--- src/rtl/add_arb_pkg.sv ---
// Shared types and defaults for the add_arbiter slice: FSM state encoding and
// default requester count / operand width.
package add_arb_pkg;
    localparam int NREQ_DEF = 4;
    localparam int W_DEF    = 4;

    typedef enum logic [1:0] {
        IDLE = 2'd0,
        EXEC = 2'd1,
        RESP = 2'd2
    } state_t;
endpackage

--- src/rtl/add_rr_pick.sv ---
// Winner selection: first valid requester found searching upward from i_ptr,
// wrapping modulo NREQ (NREQ is a power of two, so index arithmetic wraps itself).
module add_rr_pick #(
    parameter int NREQ = 4,
    parameter int IW   = $clog2(NREQ)
) (
    input  logic [NREQ-1:0] i_valid,
    input  logic [IW-1:0]   i_ptr,
    output logic [NREQ-1:0] o_grant,
    output logic [IW-1:0]   o_idx,
    output logic            o_any
);
    // Walk from the farthest offset back to ptr so the nearest valid one wins.
    always_comb begin
        logic [IW-1:0] w_j;
        o_grant = '0;
        o_idx   = '0;
        o_any   = 1'b0;
        w_j     = '0;
        for (int k = NREQ - 1; k >= 0; k--) begin
            w_j = i_ptr + k[IW-1:0];
            if (i_valid[w_j]) begin
                o_grant      = '0;
                o_grant[w_j] = 1'b1;
                o_idx        = w_j;
                o_any        = 1'b1;
            end
        end
    end
endmodule

--- src/rtl/add_arbiter.sv ---
// NREQ-way arbiter feeding a single a+b adder with a valid/ready result port.
// Define ADD_ARB_FIXED_PRIO_EN for lowest-index-wins; default is round-robin.
module add_arbiter
    import add_arb_pkg::*;
#(
    parameter int NREQ = NREQ_DEF,
    parameter int W    = W_DEF,
    parameter int IW   = $clog2(NREQ)
) (
    input  logic              clk,
    input  logic              rst,
    input  logic [NREQ-1:0]   req_valid,
    output logic [NREQ-1:0]   req_ready,
    input  logic [NREQ*W-1:0] req_a,
    input  logic [NREQ*W-1:0] req_b,
    output logic              rsp_valid,
    input  logic              rsp_ready,
    output logic [IW-1:0]     rsp_id,
    output logic [W:0]        rsp_y,
    output logic [7:0]        done_cnt
);
    state_t          r_state;
    logic [W-1:0]    r_a;
    logic [W-1:0]    r_b;
    logic [IW-1:0]   r_rsp_id;
    logic [W:0]      r_rsp_y;
    logic            r_rsp_valid;
    logic [7:0]      r_done_cnt;
    logic [IW-1:0]   w_ptr;
    logic [NREQ-1:0] w_grant;
    logic [IW-1:0]   w_idx;
    logic            w_any;
    logic            w_accept;
    logic [W-1:0]    w_a_sel;
    logic [W-1:0]    w_b_sel;

`ifdef ADD_ARB_FIXED_PRIO_EN
    assign w_ptr = '0;
`else
    logic [IW-1:0] r_ptr;
    assign w_ptr = r_ptr;
`endif

    add_rr_pick #(.NREQ(NREQ), .IW(IW)) u_pick (
        .i_valid (req_valid),
        .i_ptr   (w_ptr),
        .o_grant (w_grant),
        .o_idx   (w_idx),
        .o_any   (w_any)
    );

    // Ready is combinational in IDLE; reset masks it so no grant escapes a reset cycle.
    assign w_accept  = (r_state == IDLE) && w_any && !rst;
    assign req_ready = w_accept ? w_grant : '0;
    assign w_a_sel   = req_a[w_idx*W +: W];
    assign w_b_sel   = req_b[w_idx*W +: W];

    assign rsp_valid = r_rsp_valid;
    assign rsp_id    = r_rsp_id;
    assign rsp_y     = r_rsp_y;
    assign done_cnt  = r_done_cnt;

    always_ff @(posedge clk) begin
        if (rst) begin
            r_state     <= IDLE;
            r_a         <= '0;
            r_b         <= '0;
            r_rsp_id    <= '0;
            r_rsp_y     <= '0;
            r_rsp_valid <= 1'b0;
            r_done_cnt  <= '0;
`ifndef ADD_ARB_FIXED_PRIO_EN
            r_ptr       <= '0;
`endif
        end else begin
            case (r_state)
                IDLE: begin
                    if (w_accept) begin
                        r_a      <= w_a_sel;
                        r_b      <= w_b_sel;
                        r_rsp_id <= w_idx;
`ifndef ADD_ARB_FIXED_PRIO_EN
                        r_ptr    <= w_idx + IW'(1);
`endif
                        r_state  <= EXEC;
                    end
                end
                EXEC: begin
                    r_rsp_y     <= {1'b0, r_a} + {1'b0, r_b};
                    r_rsp_valid <= 1'b1;
                    r_state     <= RESP;
                end
                RESP: begin
                    if (rsp_ready) begin
                        r_rsp_valid <= 1'b0;
                        r_done_cnt  <= r_done_cnt + 8'd1;
                        r_state     <= IDLE;
                    end
                end
                default: r_state <= IDLE;
            endcase
        end
    end
endmodule

--- config.mk ---
export PLATFORM = sky130hd
export DESIGN_NAME = add_arbiter
export DESIGN_NICKNAME = d
export VERILOG_FILES = /design/src/rtl/add_arb_pkg.sv /design/src/rtl/add_rr_pick.sv /design/src/rtl/add_arbiter.sv
export SDC_FILE = /design/constraint.sdc
export NUM_CORES = 1
export LEC_CHECK = 0
export BUFFER_PORTS_ARGS = -buffer_cell sky130_fd_sc_hd__clkbuf_2
export CAP_MARGIN = 20
export CORE_MARGIN = 1.5
export CORE_UTILIZATION = 35
export DETAILED_ROUTE_END_ITERATION = 6
export PLACE_DENSITY = 0.61
export SYNTH_ARGS = -nofsm -noshare
export SYNTH_HDL_FRONTEND = slang
export SYNTH_SLANG_ARGS = --single-unit
export TNS_END_PERCENT = 100
--- constraint.sdc ---
create_clock -name clk -period 4.5 [get_ports clk]
set_input_delay 0.9 -clock clk [delete_from_list [all_inputs] [get_ports clk]]
set_output_delay 0.9 -clock clk [all_outputs]
set_load 0.1 [all_outputs]
## Yosys cells after proc, flatten, opt, wreduce, memory -nomap -nowiden

Cells that the tools add are included.

| word-level totals | value |
|---|---|
| input port bits | 39 |
| bits in latches | 0 |
| memories | 0 |
| register bits after elaboration | 28 |
| RAM bits | 0 |
| memory bits (read-only) | 0 |

| operators by class | value |
|---|---|
| $mul | 0 |
| reduce and logical (&&, ||, !) cells | 13 |
| multiplexer cells | 34 |
| divide/modulo/power cells | 0 |
| shift operators | 2 |
| equality and inequality tests | 4 |
| bitwise operators | 0 |
| $add $sub $neg | 6 |
| $lt $le $gt $ge | 8 |

Operators by type and width:

| kind | number |
|---|---|
| indexed part select 16 x 5 -> 4 bit | 2 |
| two-way mux 4 bit | 5 |
| two-way mux 1 bit | 13 |
| < comparator 2 x 3 -> 1 bit, second input constant | 4 |
| two-way mux 2 bit | 6 |
| adder 8 x 1 -> 8 bit, second input constant | 1 |
| binary-select mux 1 bit (select 2 bit) | 4 |
| demux 1 bit (select 2 bit) | 4 |
| greater-or-equal comparator 2 x 1 -> 1 bit, second input constant | 4 |
| AND reduction 2 bit | 4 |
| logical AND 1 bit | 6 |
| one-hot mux 2 bit (3 select lines) | 1 |
| adder 4 x 4 -> 5 bit | 1 |
| adder 2 x 1 -> 2 bit, second input constant | 2 |
| adder 2 bit, second input constant | 2 |
| != test 2 bit, second input constant | 2 |
| == test 2 x 1 -> 1 bit, second input constant | 1 |
| == test 2 bit, second input constant | 1 |
| zero test 2 bit | 1 |
| one-hot mux 1 bit (2 select lines) | 1 |
| nonzero test 2 bit | 1 |
| zero test 1 bit | 1 |

## Depth between registers and ports, before layout

Gate-level depths: netlist of the first run.

| depth | value |
|---|---|
| depth after elaboration | 11 |
| gate-level depth with buffers | 12 |

## By module

Synthesis of the first run repeated with hierarchy kept, for this count alone.

| unflattened totals | value |
|---|---|
| cell total of the unflattened synthesis | 210 |
| area, all modules | 1985.7 µm² |

By module, submodules not included:

| module | area each (µm²) | cells an instance | times used |
|---|---|---|---|
| add_arbiter | 1476.4 | 149 | 1 |
| add_rr_pick | 509.2 | 61 | 1 |

## Least setup slack after synthesis of the first run

OpenSTA, ideal clock, no wires.

| timing | value |
|---|---|
| kind | input to output |
| start | input port req_valid[1] |
| end | output port req_ready[0] |
| stages | 5 |
| arrival | 3505 ps |
| path slack | 95 ps |
| required time | 3600 ps |
| cell sequence | mux4_2 -> and2b_2 -> a221oi_1 -> a211o_1 -> a21oi_1 |

| between the ends | value |
|---|---|
| longest elaborated chain between the ends | 9 |
| elaborated cells on any way between the ends | 19 |

RTL lines:

| element | line | source |
|---|---|---|
| from (decl) | add_arbiter.sv:12 | `input logic [NREQ-1:0] req_valid,` |
| binary-select mux 1 bit (select 2 bit) | add_rr_pick.sv:22 | `if (i_valid[w_j]) begin` |
| two-way mux 1 bit (implied by the code) | add_rr_pick.sv:22 |  |
| two-way mux 1 bit (4 in a row) | add_rr_pick.sv:22 |  |
| logical AND 1 bit (2 in a row) | add_arbiter.sv:53 | `assign w_accept = (r_state == IDLE) && w_any && !rst;` |
| two-way mux 4 bit * | add_arbiter.sv:54 | `assign req_ready = w_accept ? w_grant : '0;` |
| to (decl) | add_arbiter.sv:13 | `output logic [NREQ-1:0] req_ready,` |

Every way passes the cells marked *; elsewhere a longest branch is shown, timed or not. The select of a mux whose other input is x is not followed.

## Worst setup path after layout of the first run

| timing | value |
|---|---|
| start | register r_ptr[1] |
| end | output port req_ready[2] |

| between the ends | value |
|---|---|
| longest elaborated chain between the ends | 10 |
| elaborated cells on any way between the ends | 42 |

RTL lines:

| element | line | source |
|---|---|---|
| from (decl) | add_arbiter.sv:40 | `logic [IW-1:0] r_ptr;` |
| from (signal assigned) | add_arbiter.sv:83 | `r_ptr <= w_idx + IW'(1);` |
| adder 2 bit | add_rr_pick.sv:21 | `w_j = i_ptr + k[IW-1:0];` |
| < comparator 2 x 3 -> 1 bit (implied by the code) (tied with other cells) | add_rr_pick.sv:24 | `o_grant[w_j] = 1'b1;` |
| logical AND 1 bit (implied by the code) / two-way mux 1 bit (equally long branches) | add_rr_pick.sv:24, add_rr_pick.sv:22 |  |
| two-way mux 1 bit (on tied branches) | add_rr_pick.sv:24, add_rr_pick.sv:22 |  |
| demux 1 bit (select 2 bit) / two-way mux 1 bit (equally long branches) | - |  |
| two-way mux 4 bit / two-way mux 1 bit (equally long branches) (2 in a row) | add_rr_pick.sv:22 |  |
| two-way mux 4 bit / logical AND 1 bit (equally long branches) (2 in a row) | add_rr_pick.sv:22, add_arbiter.sv:53 |  |
| two-way mux 4 bit * | add_arbiter.sv:54 |  |

Marked as above.

==> results of run 1 <==
==> state kept, by name, summed over array words and instances, names as in the netlist <==
name / count
r_b: 4
rsp_id: 2
rsp_valid: 1
done_cnt: 8
r_a: 4
r_ptr: 2
rsp_y: 5
r_state: 2
==> cells by family after synthesis <==
logic type	after synthesis
and+or+nand+nor	54
AOI/OAI and AO/OA	51
DFF	28
muxes	26
buffers and inverters	20
adders and majority gates	13
xor gates and xnor gates	10
==> metrics by stage <==
stage	setup slack (ns)	hold WS [ns]	total power [mW]	util [%]
finish	0.5938	0.4609	1.438	44.19
global route	0.3471	0.4862	1.541	44.19
CTS	0.5681	0.4654	1.451	44.19
detailed placement	0.7221	0.4511	1.250	42.82
global placement	0.7487	0.4434	1.246	42.82
floorplan	0.09495	0.4608	1.153	-
==> per-layer routing <==
layer | global-route usage, % | part of all wire, % | vias to the layer above
li1 | - | - | 840
met1 | 17.34 | 47 | 747
met2 | 26.02 | 50 | 20
met3 | 1.071 | 1.8 | 2
met4 | 2.778 | 0.70 | 0
met5 | 0 | 0 | -
==> worst max path at each step <==
stage | end | slack [ns] | cells past startpoint
global placement | req_ready[2] | 0.75 | 7
global route | req_ready[0] | 0.35 | 8
detailed placement | req_ready[2] | 0.72 | 7
CTS | req_ready[0] | 0.57 | 8
floorplan | req_ready[0] | 0.09 | 5
finish | req_ready[2] | 0.59 | 8
==> power by group through the flow <==
| stage | Clock (mW) | Combinational, mW | Sequential [mW] |
|---|---|---|---|
| after floorplan | 0 | 0.668 | 0.485 |
| after global placement | 0 | 0.890 | 0.357 |
| after detailed placement | 0 | 0.892 | 0.358 |
| after CTS | 0.203 | 0.896 | 0.352 |
| after global routing | 0.212 | 0.970 | 0.359 |
| final | 0.197 | 0.891 | 0.350 |
==> synthesized netlist by cell type, drive strengths merged (3+ instances only) <==
library cell | n | share of area, %
nor3 | 3 | 0.79
mux2 | 6 | 3.7
clkbuf | 5 | 0.99
ha | 12 | 7.9
xnor2 | 5 | 2.3
nor2 | 17 | 3.4
a21boi | 3 | 1.2
buf | 8 | 3.7
inv | 7 | 1.5
nand3b | 5 | 2.0
o21bai | 3 | 1.2
a211oi | 9 | 3.5
a21oi | 12 | 3.2
nand2 | 14 | 2.8
mux4 | 4 | 4.7
o21ai | 10 | 3.0
a221oi | 4 | 1.8
mux2i | 16 | 8.4
xor2 | 5 | 2.3
a211o | 4 | 1.8
dfxtp | 28 | 29
==> layout make-up <==
cell class              instances  area [um^2]  area share, %
well taps                      70        87.58          3.831
flip-flops and latches         28        560.5          24.52
inverters                       7        28.78          1.259
clock buffers                   3        41.29          1.806
repair buffers                 61        312.8          13.68
clock inverters                 1        30.03          1.314
multi-input cells             154         1225          53.58
==> worst max-delay path: cells and delay by family (launching register included) <==
family / cells / cell delay [ns]
buffers and inverters: 2 / 0.57
multiplexers: 1 / 0.57
flip-flops: 1 / 0.46
AO/OA/AOI/OAI: 3 / 0.45
adder cells (fa/ha/maj): 1 / 0.42
AND/OR/NAND/NOR: 1 / 0.26
==> impl_metrics.prom, run 1 <==
# TYPE chip_impl_metric gauge
chip_impl_info{name="synth_ff_type",value="sky130_fd_sc_hd__dfxtp_1"} 1
chip_impl_metric{name="detail_route.wirelength",unit="um"} 3984
chip_impl_metric{name="nNetsFinal",unit=""} 307
chip_impl_metric{name="clock_sinks",unit=""} 28
chip_impl_metric{name="synthMuxAreaShare",unit="%"} 16.89
chip_impl_info{name="cts_root_buf",value="sky130_fd_sc_hd__clkbuf_8"} 1
chip_impl_metric{name="peak_fanout_along_the_critical_path",unit=""} 8
chip_impl_metric{name="post_route_cells_drive_above_1_share",unit="%"} 32.28
chip_impl_metric{name="cellInternalPower",unit="uW"} 742.6
chip_impl_info{name="crit_path_end_kind",value="output pin"} 1
chip_impl_info{name="most_frequent_standard_cell_in_the_layout_excluding_fill_and_tap_cells",value="sky130_fd_sc_hd__clkbuf_2"} 1
chip_impl_metric{name="max_slew_margin",unit="%"} 43.16
chip_impl_metric{name="clk_latency",unit="ns"} 0.27
chip_impl_metric{name="critPathArrivalTime",unit="ns"} 3.01
chip_impl_metric{name="mappedNetlistArea",unit="mm^2"} 0.001904
chip_impl_info{name="regToRegEndpoint",value="r_b[3]"} 1
chip_impl_metric{name="post_cts_resized",unit=""} 0
chip_impl_metric{name="rr_worst_depth",unit=""} 8
chip_impl_metric{name="die_h",unit="um"} 76.76
chip_impl_metric{name="p_sw_share",unit="%"} 48.36
chip_impl_metric{name="synth_enable_flop_cells",unit=""} 0
chip_impl_metric{name="flow.area_growth_from_synthesis",unit="%"} 20.04
chip_impl_info{name="most_frequent_cells_in_the_layout",value="sky130_fd_sc_hd__clkbuf_2, sky130_fd_sc_hd__dfxtp_1, sky130_fd_sc_hd__nor2_1"} 1
chip_impl_metric{name="timing.critical_path.slowest_cell_delay",unit="ns"} 0.57
chip_impl_metric{name="gp_routability_congestion",unit=""} 0.7709
chip_impl_info{name="critical_path.cell_chain",value="inv_1 -> ha_1 -> mux4_2 -> and2b_2 -> a221oi_1 -> a211o_1 -> a21oi_1 -> clkbuf_2"} 1
chip_impl_metric{name="number_of_placed_instances_taps_included",unit=""} 320
chip_impl_metric{name="cts_max_level",unit=""} 1
chip_impl_metric{name="clk_pin_slew_worst_paths",unit="ns"} 0.10
chip_impl_metric{name="synth_fa_ha_area_share",unit="%"} 8.936
chip_impl_metric{name="antenna_found_initial",unit=""} 0
chip_impl_metric{name="finalSetupViolCount",unit=""} 0
chip_impl_metric{name="postSynthNetCount",unit=""} 254
chip_impl_metric{name="final.fill_count",unit=""} 494
chip_impl_metric{name="wl_per_cell",unit="um"} 12.30
chip_impl_metric{name="finalWorstPathRequiredPeriod",unit="ns"} 3.906
chip_impl_metric{name="grt_start_max_net_pins",unit=""} 28
chip_impl_metric{name="required",unit="ns"} 3.60
chip_impl_metric{name="cts_hold_buffers",unit=""} 0
chip_impl_info{name="critPathKind",value="reg2out"} 1
chip_impl_metric{name="yosys_warnings",unit=""} 0
chip_impl_metric{name="count_of_cells_along_the_worst_hold_path",unit=""} 2
chip_impl_info{name="cts_tree",value="yes"} 1
chip_impl_metric{name="placement.io_buffers",unit=""} 58
chip_impl_metric{name="insertedDiodeCount",unit=""} 0
chip_impl_metric{name="totalNegativeSetupSlack",unit="ns"} 0
chip_impl_metric{name="powerDensity",unit="mW/mm^2"} 629.1
chip_impl_metric{name="finish.cell_count_without_fillers",unit=""} 324
chip_impl_metric{name="clock_path_buffers",unit=""} 2
chip_impl_metric{name="worst_setup_skew_after_layout",unit="ns"} 0.002027
chip_impl_metric{name="via_count",unit=""} 1609
chip_impl_metric{name="detail_route.first_pass.iterations",unit=""} 3
chip_impl_info{name="crit_start_category",value="register"} 1
chip_impl_metric{name="vdd.ir_drop.worst",unit="uV"} 211.5
chip_impl_info{name="unrepaired_setup_endpoints_after_global_routing",value="no"} 1
chip_impl_metric{name="fmax",unit="MHz"} 256.0
chip_impl_metric{name="final_max_slew_viol_count",unit=""} 0
chip_impl_info{name="synth_top_family_by_area",value="compound AO/OA/AOI/OAI gates"} 1
chip_impl_metric{name="finish.instance_area",unit="mm^2"} 0.002286
chip_impl_metric{name="post_synth_xor_area_fraction",unit="%"} 4.599
chip_impl_metric{name="async_flop_share",unit="%"} 0
chip_impl_metric{name="groute.usage.overall",unit="%"} 13.93
chip_impl_metric{name="initial_core_utilization",unit="%"} 36.82
chip_impl_metric{name="cellLeakagePower",unit="nW"} 1.063
chip_impl_metric{name="tightest_pin_transition",unit="ns"} 0.8502
chip_impl_metric{name="area_of_the_core",unit="mm^2"} 0.005172
chip_impl_metric{name="cts_setup_buffers",unit=""} 0
chip_impl_metric{name="p_switching",unit="uW"} 695.5
chip_impl_metric{name="remaining_drc_errors",unit=""} 0
chip_impl_metric{name="comb_power_share",unit="%"} 62.0
chip_impl_metric{name="synth_seq_area_share",unit="%"} 29.43
chip_impl_info{name="result_of_the_run",value="finished clean"} 1
chip_impl_metric{name="die_area",unit="mm^2"} 0.005892
chip_impl_metric{name="period_share",unit="%"} 86.80
chip_impl_metric{name="cts_inserted_buffers",unit=""} 3
chip_impl_metric{name="floorplan.rows",unit=""} 26
chip_impl_metric{name="die_x",unit="um"} 76.76
chip_impl_metric{name="hpwl",unit="um"} 3067
chip_impl_metric{name="vias_per_cell",unit=""} 4.966
chip_impl_metric{name="post_synth_and_or_nand_nor_area_fraction",unit="%"} 14.39
chip_impl_metric{name="detailedRoute.firstIterationViolations",unit=""} 49
chip_impl_metric{name="maxCapViolCount",unit=""} 0
chip_impl_metric{name="design.portCount",unit=""} 59
chip_impl_metric{name="grt_pass1_vias",unit=""} 1541
chip_impl_metric{name="globalRouteOverflowTotal",unit=""} 0
chip_impl_metric{name="placed_area",unit="mm^2"} 0.002215
chip_impl_metric{name="route.antenna.remaining_nets",unit=""} 0
chip_impl_info{name="startpoint",value="r_ptr[1]"} 1
chip_impl_info{name="reg2reg_from",value="r_ptr[1]"} 1
chip_impl_info{name="min-delay-path-class",value="reg2reg"} 1
chip_impl_info{name="endpoint_of_the_worst_hold_timing_path",value="rsp_y[0]"} 1
chip_impl_metric{name="report.final.hold_viol_count",unit=""} 0
chip_impl_metric{name="global_route_wire_length_before_repair",unit="um"} 6920
chip_impl_info{name="crit_path_top_delay_cell",value="sky130_fd_sc_hd__mux4_2"} 1
chip_impl_metric{name="compound_gate_fraction_of_synth_area",unit="%"} 19.51
chip_impl_metric{name="synth.distinct_cells",unit=""} 46
chip_impl_info{name="hold_path_startpoint",value="rsp_y[0]"} 1
chip_impl_metric{name="share_clk_of_total_power",unit="%"} 13.7
chip_impl_metric{name="yosys_register_bits",unit=""} 28
chip_impl_metric{name="synthCells",unit=""} 202
chip_impl_metric{name="worst_setup_slack_for_register_to_register_paths",unit="ns"} 1.21
chip_impl_metric{name="sequentialPowerShare",unit="%"} 24.4
chip_impl_metric{name="synth_area_per_cell",unit="um^2"} 9.427
Power figures use the tool's default switching activity.
==> run 2: changes to the inputs <==
==> constraint.sdc (replaced) <==
create_clock -name clk -period 4.2 [get_ports clk]
set_input_delay 0.84 -clock clk [delete_from_list [all_inputs] [get_ports clk]]
set_output_delay 0.84 -clock clk [all_outputs]
set_load 0.1 [all_outputs]
==> run 2 against run 1 <==
Against the previous run:
- routed wire length increased by 3.9%
- first-iteration DRC count up 120%
- sequential power is 8.0% higher
- core utilization is 1.3 points higher
- total power is 9.0% higher
- global-route usage rose by 0.80 points
==> impl_metrics.prom, run 2 (synthesized netlist as in run 1, its figures left out) <==
# TYPE chip_impl_metric gauge
chip_impl_metric{name="design.portCount",unit=""} 59
chip_impl_metric{name="die_area",unit="mm^2"} 0.005892
chip_impl_metric{name="global_route_wire_length_before_repair",unit="um"} 7203
chip_impl_metric{name="peak_fanout_along_the_critical_path",unit=""} 8
chip_impl_metric{name="initial_core_utilization",unit="%"} 36.82
chip_impl_metric{name="placement.io_buffers",unit=""} 58
chip_impl_metric{name="tightest_pin_transition",unit="ns"} 0.8362
chip_impl_metric{name="vias_per_cell",unit=""} 5.062
chip_impl_metric{name="rr_worst_depth",unit=""} 9
chip_impl_metric{name="detail_route.wirelength",unit="um"} 4141
chip_impl_info{name="most_frequent_standard_cell_in_the_layout_excluding_fill_and_tap_cells",value="sky130_fd_sc_hd__clkbuf_2"} 1
chip_impl_metric{name="remaining_drc_errors",unit=""} 0
chip_impl_info{name="endpoint_of_the_worst_hold_timing_path",value="rsp_y[3]"} 1
chip_impl_metric{name="finish.cell_count_without_fillers",unit=""} 325
chip_impl_metric{name="clk_pin_slew_worst_paths",unit="ns"} 0.10
chip_impl_metric{name="largest_register_ffs",unit=""} 8
chip_impl_metric{name="clock_sinks",unit=""} 28
chip_impl_metric{name="period_share",unit="%"} 87.92
chip_impl_metric{name="gp_routability_congestion",unit=""} 0.7325
chip_impl_metric{name="post_route_cells_drive_above_1_share",unit="%"} 34.12
chip_impl_info{name="critPathKind",value="reg2out"} 1
chip_impl_metric{name="groute.usage.overall",unit="%"} 14.73
chip_impl_metric{name="clock_path_buffers",unit=""} 2
chip_impl_info{name="unrepaired_setup_endpoints_after_global_routing",value="no"} 1
chip_impl_info{name="timing.critical_path.max_delay_family",value="multiplexers"} 1
chip_impl_info{name="most_frequent_cells_in_the_layout",value="sky130_fd_sc_hd__clkbuf_2, sky130_fd_sc_hd__dfxtp_1, sky130_fd_sc_hd__nor2_1"} 1
chip_impl_metric{name="count_of_cells_along_the_worst_hold_path",unit=""} 2
chip_impl_metric{name="antenna_found_initial",unit=""} 0
chip_impl_metric{name="finish.instance_area",unit="mm^2"} 0.002352
chip_impl_metric{name="nNetsFinal",unit=""} 308
chip_impl_metric{name="worst_setup_slack_for_register_to_register_paths",unit="ns"} 0.98
chip_impl_metric{name="grt_start_max_net_pins",unit=""} 28
chip_impl_metric{name="grt_pass1_vias",unit=""} 1567
chip_impl_metric{name="final_max_slew_viol_count",unit=""} 0
chip_impl_metric{name="critPathArrivalTime",unit="ns"} 2.85
chip_impl_metric{name="required",unit="ns"} 3.36
chip_impl_metric{name="cts_max_level",unit=""} 1
chip_impl_metric{name="via_count",unit=""} 1645
chip_impl_info{name="result_of_the_run",value="finished clean"} 1
chip_impl_info{name="regToRegEndpoint",value="r_a[1]"} 1
chip_impl_metric{name="cellLeakagePower",unit="nW"} 1.076
chip_impl_metric{name="detailedRoute.firstIterationViolations",unit=""} 106
chip_impl_metric{name="post_cts_resized",unit=""} 0
chip_impl_metric{name="wl_per_cell",unit="um"} 12.74
chip_impl_metric{name="globalRouteOverflowTotal",unit=""} 0
chip_impl_metric{name="timing.critical_path.buf_inv",unit=""} 2
chip_impl_metric{name="cts_hold_buffers",unit=""} 0
chip_impl_metric{name="die_x",unit="um"} 76.76
chip_impl_metric{name="floorplan.rows",unit=""} 26
chip_impl_metric{name="maxCapViolCount",unit=""} 0
chip_impl_metric{name="detail_route.first_pass.iterations",unit=""} 5
chip_impl_metric{name="finalSetupViolCount",unit=""} 0
chip_impl_metric{name="placed_area",unit="mm^2"} 0.002297
chip_impl_info{name="reg2reg_from",value="r_ptr[1]"} 1
chip_impl_metric{name="cts_inserted_buffers",unit=""} 3
chip_impl_metric{name="area_of_the_core",unit="mm^2"} 0.005172
chip_impl_metric{name="clk_latency",unit="ns"} 0.27
chip_impl_info{name="critical_path.cell_chain",value="inv_1 -> ha_1 -> mux4_2 -> and2b_2 -> a221oi_1 -> a211o_1 -> a21oi_2 -> buf_12"} 1
chip_impl_metric{name="insertedDiodeCount",unit=""} 0
chip_impl_info{name="crit_path_end_kind",value="output pin"} 1
chip_impl_info{name="crit_path_top_delay_cell",value="sky130_fd_sc_hd__mux4_2"} 1
chip_impl_info{name="cts_tree",value="yes"} 1
chip_impl_metric{name="cts_setup_buffers",unit=""} 0
chip_impl_metric{name="worst_setup_skew_after_layout",unit="ns"} 0.002816
chip_impl_metric{name="hpwl",unit="um"} 3165
chip_impl_metric{name="totalNegativeSetupSlack",unit="ns"} 0
chip_impl_metric{name="fmax",unit="MHz"} 270.8
chip_impl_info{name="hold_path_startpoint",value="rsp_y[3]"} 1
chip_impl_metric{name="timing.critical_path.slowest_cell_delay",unit="ns"} 0.57
chip_impl_metric{name="number_of_placed_instances_taps_included",unit=""} 321
chip_impl_metric{name="vdd.ir_drop.worst",unit="uV"} 241.1
chip_impl_metric{name="powerDensity",unit="mW/mm^2"} 666.6
chip_impl_metric{name="flow.area_growth_from_synthesis",unit="%"} 23.52
chip_impl_metric{name="whs",unit="ns"} 0.4569
chip_impl_metric{name="route.antenna.remaining_nets",unit=""} 0
chip_impl_metric{name="report.final.hold_viol_count",unit=""} 0
chip_impl_info{name="crit_start_category",value="register"} 1
chip_impl_metric{name="max_slew_margin",unit="%"} 44.09
chip_impl_metric{name="finalWorstPathRequiredPeriod",unit="ns"} 3.693
chip_impl_info{name="min-delay-path-class",value="reg2reg"} 1
chip_impl_info{name="cts_root_buf",value="sky130_fd_sc_hd__clkbuf_8"} 1
chip_impl_metric{name="die_h",unit="um"} 76.76
## run 2: cell count changes in the layout (fill, tap and decap cells not counted), sizes merged
cell / before / now
clkbuf: 61 / 58
bufinv: 1 / 0
buf: 3 / 8
## run 2: final cells by class
type	instances	area [um^2]
clock buffer	4	55.05
fill	519	2820
inverter	7	28.78
multi-input combinational	154	1240
sequential	28	560.5
tap	70	87.58
timing repair buffer	62	380.4
## run 2: power breakdown
part	leakage [nW]	internal, mW	switching [mW]
Combinational	0.818	0.388	0.635
Sequential	0.229	0.330	0.0479
Clock	0.0288	0.0839	0.0829
## run 2: metrics by stage
stage          util (%)  power, mW  setup WS [ns]
4_1_cts           45.48      1.584         0.4692
2_1_floorplan         -      1.248         0.5095
6_report          45.48      1.568         0.5073
5_1_grt           45.48      1.687         0.2838
3_5_place_dp      44.41      1.415         0.7723
3_3_place_gp      44.41      1.403         0.7932
## run 2: worst min-delay path, delay by kind of cell, from the launching register on
kind | cells | cell delay, ns
compound gates | 1 | 0.05
flops | 1 | 0.32
simple gates | 1 | 0.05
## run 2: worst max path at each step
| stage | end | start | slack [ns] | depth (start not counted) |
|---|---|---|---|---|
| finish | req_ready[0] | r_ptr[1] | 0.51 | 8 |
| global route | req_ready[1] | r_ptr[1] | 0.28 | 8 |
| CTS | req_ready[0] | r_ptr[1] | 0.47 | 8 |
| detailed placement | req_ready[0] | req_valid[0] | 0.77 | 7 |
| global placement | req_ready[0] | req_valid[0] | 0.79 | 7 |
| floorplan | req_ready[0] | r_ptr[0] | 0.51 | 9 |
## run 2: metal layers
layer	GRT usage, %	vias to the layer above	part of all wire [%]
li1	-	843	-
met1	19.75	766	47
met2	24.78	32	49
met3	1.429	4	3.0
met4	4.630	0	0.72
met5	0	-	0
==> run 3: changes to the inputs <==
--- a/config.mk
+++ b/config.mk
@@ -8,9 +8,9 @@
 export BUFFER_PORTS_ARGS = -buffer_cell sky130_fd_sc_hd__clkbuf_2
 export CAP_MARGIN = 20
 export CORE_MARGIN = 1.5
-export CORE_UTILIZATION = 35
+export CORE_UTILIZATION = 51
 export DETAILED_ROUTE_END_ITERATION = 6
-export PLACE_DENSITY = 0.61
+export PLACE_DENSITY = 0.83
 export SYNTH_ARGS = -nofsm -noshare
 export SYNTH_HDL_FRONTEND = slang
 export SYNTH_SLANG_ARGS = --single-unit
==> run 3 against run 2 <==
Against the previous run:
- via count increased by 0.79%
- total power increased by 1.1%
- routed wire length decreased by 4.6%
- critical endpoint is now req_ready[1]
- largest cell class unchanged
- setup slack got worse by 0.15 ns
- global-route usage increased by 5.8 points
- combinational power about the same
- clock power increased by 26%
==> impl_metrics.prom, run 3 (synthesized netlist as in run 1, its figures left out) <==
# TYPE chip_impl_metric gauge
chip_impl_metric{name="remaining_drc_errors",unit=""} 0
chip_impl_info{name="cts_tree",value="yes"} 1
chip_impl_metric{name="critPathArrivalTime",unit="ns"} 3.00
chip_impl_metric{name="detailedRoute.firstIterationViolations",unit=""} 75
chip_impl_metric{name="post-route-util",unit="%"} 63.46
chip_impl_metric{name="die_area",unit="mm^2"} 0.004109
chip_impl_info{name="unrepaired_setup_endpoints_after_global_routing",value="no"} 1
chip_impl_info{name="result_of_the_run",value="finished clean"} 1
chip_impl_metric{name="period_share",unit="%"} 91.44
chip_impl_metric{name="groute.usage.overall",unit="%"} 20.54
chip_impl_metric{name="post_route_cells_drive_above_1_share",unit="%"} 33.86
chip_impl_info{name="cts_root_buf",value="sky130_fd_sc_hd__clkbuf_8"} 1
chip_impl_metric{name="die_h",unit="um"} 64.11
chip_impl_metric{name="post_cts_resized",unit=""} 0
chip_impl_metric{name="global_route_track_usage_on_met1",unit="%"} 26.22
chip_impl_metric{name="area_of_the_core",unit="mm^2"} 0.003633
chip_impl_metric{name="cts_hold_buffers",unit=""} 0
chip_impl_metric{name="route.antenna.remaining_nets",unit=""} 0
chip_impl_metric{name="final.fill_count",unit=""} 328
chip_impl_metric{name="clk_pin_slew_worst_paths",unit="ns"} 0.09
chip_impl_metric{name="required",unit="ns"} 3.36
chip_impl_metric{name="cts_setup_buffers",unit=""} 0
chip_impl_metric{name="globalRouteOverflowTotal",unit=""} 0
chip_impl_metric{name="grt_pass1_vias",unit=""} 1557
chip_impl_metric{name="grt.met3_usage",unit="%"} 2.465
chip_impl_info{name="critPathKind",value="reg2out"} 1
chip_impl_metric{name="vdd.ir_drop.worst",unit="uV"} 283.4
chip_impl_metric{name="flow.area_growth_from_synthesis",unit="%"} 21.09
chip_impl_metric{name="report.final.hold_viol_count",unit=""} 0
chip_impl_metric{name="finalWorstPathRequiredPeriod",unit="ns"} 3.841
chip_impl_metric{name="detail_route.first_pass.iterations",unit=""} 4
chip_impl_metric{name="design.portCount",unit=""} 59
chip_impl_metric{name="hpwl",unit="um"} 3015
chip_impl_metric{name="die_x",unit="um"} 64.11
chip_impl_metric{name="clk_latency",unit="ns"} 0.27
chip_impl_metric{name="cellLeakagePower",unit="nW"} 1.072
chip_impl_metric{name="fmax",unit="MHz"} 260.4
chip_impl_metric{name="grt_start_max_net_pins",unit=""} 28
chip_impl_metric{name="final_max_slew_viol_count",unit=""} 0
chip_impl_info{name="top_usage_layer",value="met2"} 1
chip_impl_metric{name="placement.io_buffers",unit=""} 58
chip_impl_metric{name="cts_inserted_buffers",unit=""} 3
chip_impl_metric{name="detail_route.wirelength",unit="um"} 3951
chip_impl_metric{name="peak_fanout_along_the_critical_path",unit=""} 8
chip_impl_metric{name="floorplan.rows",unit=""} 22
chip_impl_metric{name="grt.met2_usage",unit="%"} 36.46
chip_impl_metric{name="powerDensity",unit="mW/mm^2"} 687.8
chip_impl_metric{name="tightest_pin_transition",unit="ns"} 0.8353
chip_impl_metric{name="insertedDiodeCount",unit=""} 0
chip_impl_metric{name="largest_register_ffs",unit=""} 8
chip_impl_info{name="crit_start_category",value="register"} 1
chip_impl_info{name="crit_path_end_kind",value="output pin"} 1
chip_impl_metric{name="wl_per_cell",unit="um"} 13.08
chip_impl_metric{name="worst_setup_skew_after_layout",unit="ns"} 0.002226
chip_impl_metric{name="via_count",unit=""} 1658
chip_impl_info{name="most_frequent_cells_in_the_layout",value="sky130_fd_sc_hd__clkbuf_2, sky130_fd_sc_hd__dfxtp_1, sky130_fd_sc_hd__nor2_1"} 1
chip_impl_metric{name="totalNegativeSetupSlack",unit="ns"} 0
chip_impl_metric{name="nNetsFinal",unit=""} 307
chip_impl_metric{name="max_slew_margin",unit="%"} 44.15
chip_impl_metric{name="global_route_wire_length_before_repair",unit="um"} 6844
chip_impl_info{name="min-delay-path-class",value="reg2reg"} 1
chip_impl_metric{name="clock_path_buffers",unit=""} 2
chip_impl_info{name="most_frequent_standard_cell_in_the_layout_excluding_fill_and_tap_cells",value="sky130_fd_sc_hd__clkbuf_2"} 1
chip_impl_metric{name="cts_max_level",unit=""} 1
chip_impl_metric{name="vias_per_cell",unit=""} 5.490
chip_impl_metric{name="finalSetupViolCount",unit=""} 0
chip_impl_metric{name="initial_core_utilization",unit="%"} 52.41
chip_impl_metric{name="clock_sinks",unit=""} 28
chip_impl_metric{name="gp_routability_congestion",unit=""} 0.8388
chip_impl_metric{name="maxCapViolCount",unit=""} 0
chip_impl_metric{name="antenna_found_initial",unit=""} 0
## run 3: cell types whose count changed in the layout (fill, tap and decap cells not counted)
cell / delta
sky130_fd_sc_hd__clkbuf_8: -1
sky130_fd_sc_hd__clkbuf_2: +1
sky130_fd_sc_hd__bufinv_16: +1
sky130_fd_sc_hd__buf_12: -2
## run 3: routing by layer
metal  wire, um  part of all wire, %  up-vias
li1           -                    -      840
met1       1752                   44      791
met2       2066                   52       25
met3        112                  2.8        2
met4         19                 0.48        0
met5          0                    0        -
## run 3: path summary, 6_finish.rpt
kind,startpoint,endpoint,slack [ns],cells after the start
max,r_ptr[1],req_ready[1],0.36,8
min reg2reg,rsp_y[0],rsp_y[0],0.46,2
max reg2reg,r_ptr[1],r_b[0],0.96,8
min,rsp_y[0],rsp_y[0],0.46,2
## run 3: through the flow
step | worst slack [ns] | hold slack, ns | instances | area (um^2) | power, mW
final | 0.3594 | 0.4619 | 302 | 2306 | 1.586
after global routing | 0.1872 | 0.4899 | 302 | 2306 | 1.691
after CTS | 0.3392 | 0.4624 | 302 | 2306 | 1.592
after detailed placement | 0.5795 | 0.4487 | 298 | 2235 | 1.379
after global placement | 0.6279 | 0.4445 | 298 | 2235 | 1.360
after floorplan | 0.5095 | 0.4608 | 202 | 1919 | 1.248
## run 3: cell type report
| cell class | count | area, um^2 | area share [%] |
|---|---|---|---|
| Clock buffer | 3 | 41.29 | 1.791 |
| Multi-Input combinational cell | 154 | 1240 | 53.77 |
| Timing Repair Buffer | 61 | 345.3 | 14.98 |
| Tap cell | 48 | 60.06 | 2.604 |
| Sequential cell | 28 | 560.5 | 24.31 |
| Clock inverter | 1 | 30.03 | 1.302 |
| Inverter | 7 | 28.78 | 1.248 |
## run 3: worst max-delay path, stage by stage (launching register included)
cell and delay, ns:
sky130_fd_sc_hd__dfxtp_1 0.45, sky130_fd_sc_hd__inv_1 0.18, sky130_fd_sc_hd__ha_1 0.42, sky130_fd_sc_hd__mux4_2 0.56, sky130_fd_sc_hd__and2b_2 0.26, sky130_fd_sc_hd__a221oi_1 0.25
sky130_fd_sc_hd__a211o_1 0.16, sky130_fd_sc_hd__a21oi_2 0.06, sky130_fd_sc_hd__clkbuf_2 0.39
## run 3: power by group
part	total [mW]	internal [mW]	switching, mW
combinational	0.997	0.366	0.631
sequential	0.380	0.330	0.0496
clock	0.210	0.128	0.0821
total	1.59	0.823	0.763
